===== src/rtl/wf_pixel_frame_loader.sv =====
// Double-buffered pixel store feeding the neopixel serializer: packs host bytes
// into 24-bit words in the back bank and swaps banks only at a frame boundary.
module wf_pixel_frame_loader #(
   parameter int NUM_OF_PIXELS = 8,
   parameter int ADDR_W        = 8
) (
   input  logic              clk,
   input  logic              rst_n,
   input  logic [7:0]        byte_data,
   input  logic              byte_valid,
   output logic              byte_ready,
   input  logic              frame_start,
   input  logic [ADDR_W-1:0] ram_rd_addr,
   output logic [23:0]       ram_rd_data,
   output logic              commit_pending,
   output logic              swap_done
);

   // state      | meaning
   // ST_LOAD    | packing host bytes into the back bank
   // ST_PENDING | back bank holds a full frame, waiting for a serializer boundary
   typedef enum logic {
      ST_LOAD    = 1'b0,
      ST_PENDING = 1'b1
   } state_t;

   localparam logic [ADDR_W-1:0] LAST_IDX = ADDR_W'(NUM_OF_PIXELS - 1);

   state_t            state;
   state_t            state_nxt;
   logic [ADDR_W-1:0] wr_idx;
   logic [ADDR_W-1:0] wr_idx_nxt;
   logic [1:0]        byte_idx;
   logic [1:0]        byte_idx_nxt;
   logic [15:0]       pix_lo;
   logic              front_sel;
   logic              back_sel;
   logic              addr_nz_d;
   logic              byte_ready_q;
   logic              swap_done_q;
   logic              accept;
   logic              boundary;
   logic              wr_en;
   logic              frame_done;
   logic              do_swap;
   logic [23:0]       rd_word;

   logic [23:0] bank [2][NUM_OF_PIXELS];

   assign accept   = byte_valid && byte_ready_q;
   assign boundary = addr_nz_d && (ram_rd_addr == '0);
   assign back_sel = ~front_sel;

   always_comb begin
      state_nxt    = state;
      wr_idx_nxt   = wr_idx;
      byte_idx_nxt = byte_idx;
      wr_en        = 1'b0;
      frame_done   = 1'b0;
      do_swap      = 1'b0;
      case (state)
         ST_LOAD: begin
            // frame_start outranks a byte accepted on the same edge
            if (frame_start) begin
               wr_idx_nxt   = '0;
               byte_idx_nxt = 2'd0;
            end else if (accept) begin
               if (byte_idx == 2'd2) begin
                  wr_en        = 1'b1;
                  byte_idx_nxt = 2'd0;
                  if (wr_idx == LAST_IDX) begin
                     frame_done = 1'b1;
                     wr_idx_nxt = '0;
                     state_nxt  = ST_PENDING;
                  end else begin
                     wr_idx_nxt = wr_idx + 1'b1;
                  end
               end else begin
                  byte_idx_nxt = byte_idx + 2'd1;
               end
            end
         end
         ST_PENDING: begin
            if (boundary) begin
               do_swap      = 1'b1;
               wr_idx_nxt   = '0;
               byte_idx_nxt = 2'd0;
               state_nxt    = ST_LOAD;
            end
         end
         default: state_nxt = ST_LOAD;
      endcase
   end

   always_ff @(posedge clk or negedge rst_n) begin
      if (!rst_n) begin
         state        <= ST_LOAD;
         wr_idx       <= '0;
         byte_idx     <= 2'd0;
         pix_lo       <= 16'h0;
         front_sel    <= 1'b0;
         addr_nz_d    <= 1'b0;
         byte_ready_q <= 1'b0;
         swap_done_q  <= 1'b0;
      end else begin
         state       <= state_nxt;
         wr_idx      <= wr_idx_nxt;
         byte_idx    <= byte_idx_nxt;
         addr_nz_d   <= (ram_rd_addr != '0);
         swap_done_q <= do_swap;
         if (do_swap) begin
            front_sel <= ~front_sel;
         end
         if (state == ST_LOAD && accept && !frame_start) begin
            if (byte_idx == 2'd0) begin
               pix_lo[7:0] <= byte_data;
            end
            if (byte_idx == 2'd1) begin
               pix_lo[15:8] <= byte_data;
            end
         end
         // ready lags commit_pending by a cycle on the swap, but drops on the completing edge
         byte_ready_q <= (state == ST_LOAD) && !frame_done;
      end
   end

   always_ff @(posedge clk or negedge rst_n) begin
      if (!rst_n) begin
         for (int b = 0; b < 2; b++) begin
            for (int i = 0; i < NUM_OF_PIXELS; i++) begin
               bank[b][i] <= 24'h0;
            end
         end
      end else if (wr_en) begin
         for (int i = 0; i < NUM_OF_PIXELS; i++) begin
            if (wr_idx == ADDR_W'(i)) begin
               bank[back_sel][i] <= {byte_data, pix_lo};
            end
         end
      end
   end

   // out-of-range addresses fall through to zero
   always_comb begin
      rd_word = 24'h0;
      for (int i = 0; i < NUM_OF_PIXELS; i++) begin
         if (ram_rd_addr == ADDR_W'(i)) begin
            rd_word = bank[front_sel][i];
         end
      end
   end

   assign ram_rd_data    = rd_word;
   assign byte_ready     = byte_ready_q;
   assign commit_pending = (state == ST_PENDING);
   assign swap_done      = swap_done_q;

endmodule


===== config.mk =====
export PLATFORM = sky130hd
export DESIGN_NAME = wf_pixel_frame_loader
export DESIGN_NICKNAME = d
export VERILOG_FILES = /design/src/rtl/wf_pixel_frame_loader.sv
export SDC_FILE = /design/constraint.sdc
export NUM_CORES = 1
export LEC_CHECK = 0
export CORE_ASPECT_RATIO = 0.8
export CORE_MARGIN = 5
export CORE_UTILIZATION = 55
export DETAILED_ROUTE_END_ITERATION = 8
export DONT_BUFFER_PORTS = 1
export GPL_ROUTABILITY_DRIVEN = 1
export PLACE_DENSITY_LB_ADDON = 0.1
export SLEW_MARGIN = 5
export SYNTH_ARGS = -nofsm -noshare
export SYNTH_HDL_FRONTEND = slang
export SYNTH_SLANG_ARGS = --single-unit

===== constraint.sdc =====
create_clock -name clk -period 2.35 [get_ports clk]
set_input_delay 0.235 -clock clk [delete_from_list [all_inputs] [get_ports clk]]
set_output_delay 0.235 -clock clk [all_outputs]
set_load 0.02 [all_outputs]

======== Word level (Yosys, flattened, before mapping) ========
Cells that the tools add are included.
word-level totals
  flip-flop bits (word level) ............. 415
  latch bits .............................. 0
  RAM bits ................................ 0
  bits in read-only memories .............. 0
  input port bits ......................... 20
  output and inout port bits .............. 27
  logic and storage cells ................. 143
  memories ................................ 0
operators by class
  add/subtract/negate cells ............... 2
  multipliers ............................. 0
  div/mod/pow operators ................... 0
  $lt $le $gt $ge ......................... 3
  equal/unequal tests ..................... 19
  shift-type cells ........................ 0
  multiplexer cells ....................... 74
  bitwise operators ....................... 4
  reduce and logical (&&, ||, !) cells .... 16
operators with widths
  kind                                                                    count
  384-bit 2-to-1 mux                                                      15
  384-bit bitwise mux                                                     8
  192-bit demux with 1-bit select                                         8
  192-bit 2-to-1 mux                                                      4
  24-bit 2-to-1 mux                                                       9
  168-bit 2-to-1 mux                                                      1
  144-bit 2-to-1 mux                                                      1
  120-bit 2-to-1 mux                                                      1
  96-bit 2-to-1 mux                                                       1
  72-bit 2-to-1 mux                                                       1
  8-bit by 3-bit equality test with 1-bit output (second input constant)  8
  48-bit 2-to-1 mux                                                       1
  8-bit 2-to-1 mux                                                        5
  8-bit by 2-bit equality test with 1-bit output (second input constant)  4
  8-bit by 1-bit equality test with 1-bit output (second input constant)  2
  8-bit logical NOT                                                       2
  8-bit case mux with 2 select lines                                      1
  1-bit 2-to-1 mux                                                        12
  8-bit by 1-bit adder with 8-bit output (second input constant)          1
  2-bit 2-to-1 mux                                                        4
  8-bit nonzero test                                                      1
  1-bit logical AND                                                       6
  3-bit != test (second input constant)                                   2
  2-bit AND reduction                                                     3
  13 further kinds                                                        17

======== Depth between registers and ports, before layout ========
  depth after elaboration ................. 29
  mapped depth ............................ 8
  depth with buffers taken out ............ 5

======== Worst setup path after synthesis ========
Ideal clock, no wire load.
  path type ............................... input to output
  from .................................... in ram_rd_addr[7]
  to ...................................... out ram_rd_data[11]
  arrival ................................. 2,111 ps
  data required time ...................... 2,115 ps
  slack ................................... 4 ps
  stages .................................. 6
  path buffers ............................ 2
  cells stage by stage .................... or4_1 > buf_2 > a211o_2 > clkbuf_1 > a221o_1 > o21ai_0
on the way
  cells in the longest elaborated chain, start to end .. 9
  elaborated cells on any way between the ends .. 16
ends and longest elaborated chain
  item                             RTL line  source
  start: declaration               13        input logic [ADDR_W-1:0] ram_rd_addr,
  8-bit logical NOT                147       if (ram_rd_addr == ADDR_W'(i)) begin
  24-bit 2-to-1 mux (7 in series)  147
  24-bit 2-to-1 mux *              147
  end: declaration                 14        output logic [23:0] ram_rd_data,
Every way passes the cells marked *; elsewhere a longest branch is shown, timed or not.

======== Worst setup path in the final report ========
  from .................................... reg front_sel
  to ...................................... out ram_rd_data[11]
on the way
  cells in the longest elaborated chain, start to end .. 12
ends and longest elaborated chain
  item                                                      RTL line  source
  start: declaration                                        36        logic front_sel;
  start signal: assignment                                  112       front_sel <= ~front_sel;
  1-bit inverter with 2-bit output (not written as such) *  148       rd_word = bank[front_sel][i];
  192-bit 2-to-1 mux (not written as such) * (3 in series)  148
  24-bit 2-to-1 mux (7 in series)                           147
  24-bit 2-to-1 mux *                                       147
Every way passes the cells marked *; elsewhere a longest branch is shown, timed or not. The select of a mux whose other input is x is not followed.

==> run metrics <==
GR Overflow Total=0; Rel. slew slack=-0.3929; Die W=219.4 um; area growth from synthesis to layout=15.73%; worst min path class=in2async; Mapped Cells=1380; synth cell count leaders=420 x mux2_2, 415 x dfrtp_1, 134 x mux2i_1; Netlist cell types=59; CP max-delay cell=mux4_2; Bufs on Longest Clock Path=3; clk sinks=415; num ports=47; Hold Slack=-590.0 ps; DRT antenna net count=0; failing checks=hold timing, slew limit, setup timing; H-tree depth=2; Die Y=177.5 um; Req. time, crit path=2120 ps; worst path buffer plus inverter count=3; max_cap viols=0; synth top area cells=dfrtp_1 54%, mux2_2 25%, mux2i_1 7.0%; min cycle time layout=2572 ps; Register-to-Register Path Depth=10; first-pass GRT wire length=74170 um; Worst Skew=12.51 ps; detailed placer's ending HPWL=28090 um; kind of end point of the critical path=output port; Yosys reg bits=415; total core area=34650 um^2; top cell type by total area after synthesis=dfrtp_1; initial antenna violation count=2; Syn Nets=1404; dpl cell area=20310 um^2; critical path fanouts, max=18; Startpoint Class=flop; Seq/Total Area, Yosys=0.5385; CP Data Arrival Time=2340 ps; WS Path Type=reg2out; Iter 0 DRT Violations=706; die area=38930 um^2; Initial Util=0.5565; layout cell share with drive strength beyond 1=0.4598; Cell Count Post-Placement=1827; Root Driver=clkbuf_16; Peak supply drop=517.7 uV; vias per std cell=6.037; Mapped Area=19280 um^2; Final WS setup=-222.2 ps; DRT Wirelength=47380 um; most frequent CP cell=buf_12; Global Route Usage Sum=0.2493; # DRC=0; syn avg cell area=13.97 um^2; launch point of the worst reg-to-reg path=front_sel; top-area cell type share of the netlist area=0.5385; first-pass iteration count of the detailed router=4; via count=11650; RSZ-0062 raised after global routing=true; hold_buf cts=11; Layout Cells excl Fill=1930; Slew Limit Fails=278; Worst-path clk slew=70 ps; crit-path leading delay family=buffers and inverters; R2R Setup Slk=40 ps; fraction of registers with async set/reset=1.000; Post-synth EDFFs=0; critical-path cell list=buf_12 > buf_12 > mux4_2 > nand3_2 > o21ai_0 > buf_4; CP max stage delay=520 ps; Syn. warnings=0; Clk Latency, worst-skew pair=550 ps; # setup viols final=24; TritonCTS clock tree=done; Hold Fails Final Rpt=415; total chip power=15.29 mW; largest net degree at the start of global routing=416; fin nets=1450; status=finished with violations; crit share post-route=1.095; detailed-route wire length per cell=24.55 um; cts bufs inserted=42; RePlAce Congestion=0.8036; Slew @ Worst Pin=2089 ps; Reg-to-Reg End=bank[218]; Port-buffer cells=0; design area=22320 um^2; top_reg_cell synth=dfrtp_1; vias in the first global route=12100; Core Rows=61; most common cell in the netlist=mux2_2; Power Dens Cells=685.1 nW/um^2; Pleak=10.40 nW; fmax=388.8 MHz
==> where the power goes <==
part	switching (mW)	internal, mW	total (mW)
logic	0.231	0.267	0.498
registers	0.440	7.35	7.79
clock network	2.78	4.22	7.00
==> area by class of cell <==
type	instances	area, um^2
Timing Repair Buffer	116	1343
Antenna cell	1	2.502
Fill cell	2632	12330
Inverter	5	18.77
Multi-Input combinational cell	846	8517
Clock buffer	67	1336
Tap cell	472	590.6
Sequential cell	415	10390
Clock inverter	8	121.4
==> state kept, by name (all words and copies together) (netlist names) <==
name            flops
addr_nz_d           1
bank              384
byte_idx            2
byte_ready          1
commit_pending      1
front_sel           1
pix_lo             16
swap_done           1
wr_idx              8
==> placed cells by master, fill, tap and decap left out, types with 11 or more instances in the layout <==
cell type / n
mux2_2: 420
a221o_1: 13
nand3_1: 17
nand2_1: 39
mux2i_1: 134
mux4_2: 14
dlygate4sd3_1: 11
clkbuf_8: 17
buf_12: 18
dfrtp_1: 414
buf_4: 62
a22oi_1: 26
o21ai_1: 13
clkbuf_16: 45
o21ai_0: 19
buf_6: 15
==> kinds of logic after synthesis <==
logic type / share of synthesized area
mux: 0.3370
xor+xnor: 0.0004542
simple gates: 0.04172
flops: 0.5385
buf+inv: 0.02686
compound gates: 0.05288
fa+ha+maj: 0.002595
==> timing repair <==
action / in CTS / in global routing
endpoints found under the hold margin: 562 / 415
setup buffers: 6 / 6
gates cloned: 2 / 2
setup endpoints to repair: 24 / 130
pin swaps: 7 / 14
resized for setup: 38 / 35
==> metrics by stage <==
stage / setup WS, ps / setup TNS (ps) / utilization / hold slack (ps)
CTS: -265.7 / -6086 / 0.6374 / -623.0
global placement: 85.39 / 0 / 0.5861 / -37.02
floorplan: 3.769 / 0 / - / -60.59
finish: -222.2 / -3993 / 0.6441 / -590.0
detailed placement: 47.04 / 0 / 0.5861 / -38.10
global route: -317.1 / -6232 / 0.6441 / -625.8
==> per-layer routing <==
layer,share of wire,routed length (um),global-route usage,up-vias
li1,-,-,-,5202
met1,0.47,22150,0.3661,6162
met2,0.47,22260,0.3994,226
met3,0.045,2141,0.03667,59
met4,0.017,817,0.05388,2
met5,0.00027,13,0,-
==> worst max path at each step <==
stage,depth (start not counted),endpoint,slack [ps],start
3_3_place_gp,4,bank[228],90,wr_idx[5]
4_1_cts,6,ram_rd_data[11],-270,front_sel
2_1_floorplan,6,ram_rd_data[11],4,ram_rd_addr[7]
3_5_place_dp,4,bank[225],50,wr_idx[5]
6_report,6,ram_rd_data[11],-220,front_sel
5_1_grt,6,ram_rd_data[11],-320,front_sel
Note: power is estimated with default switching activity, not from simulation.
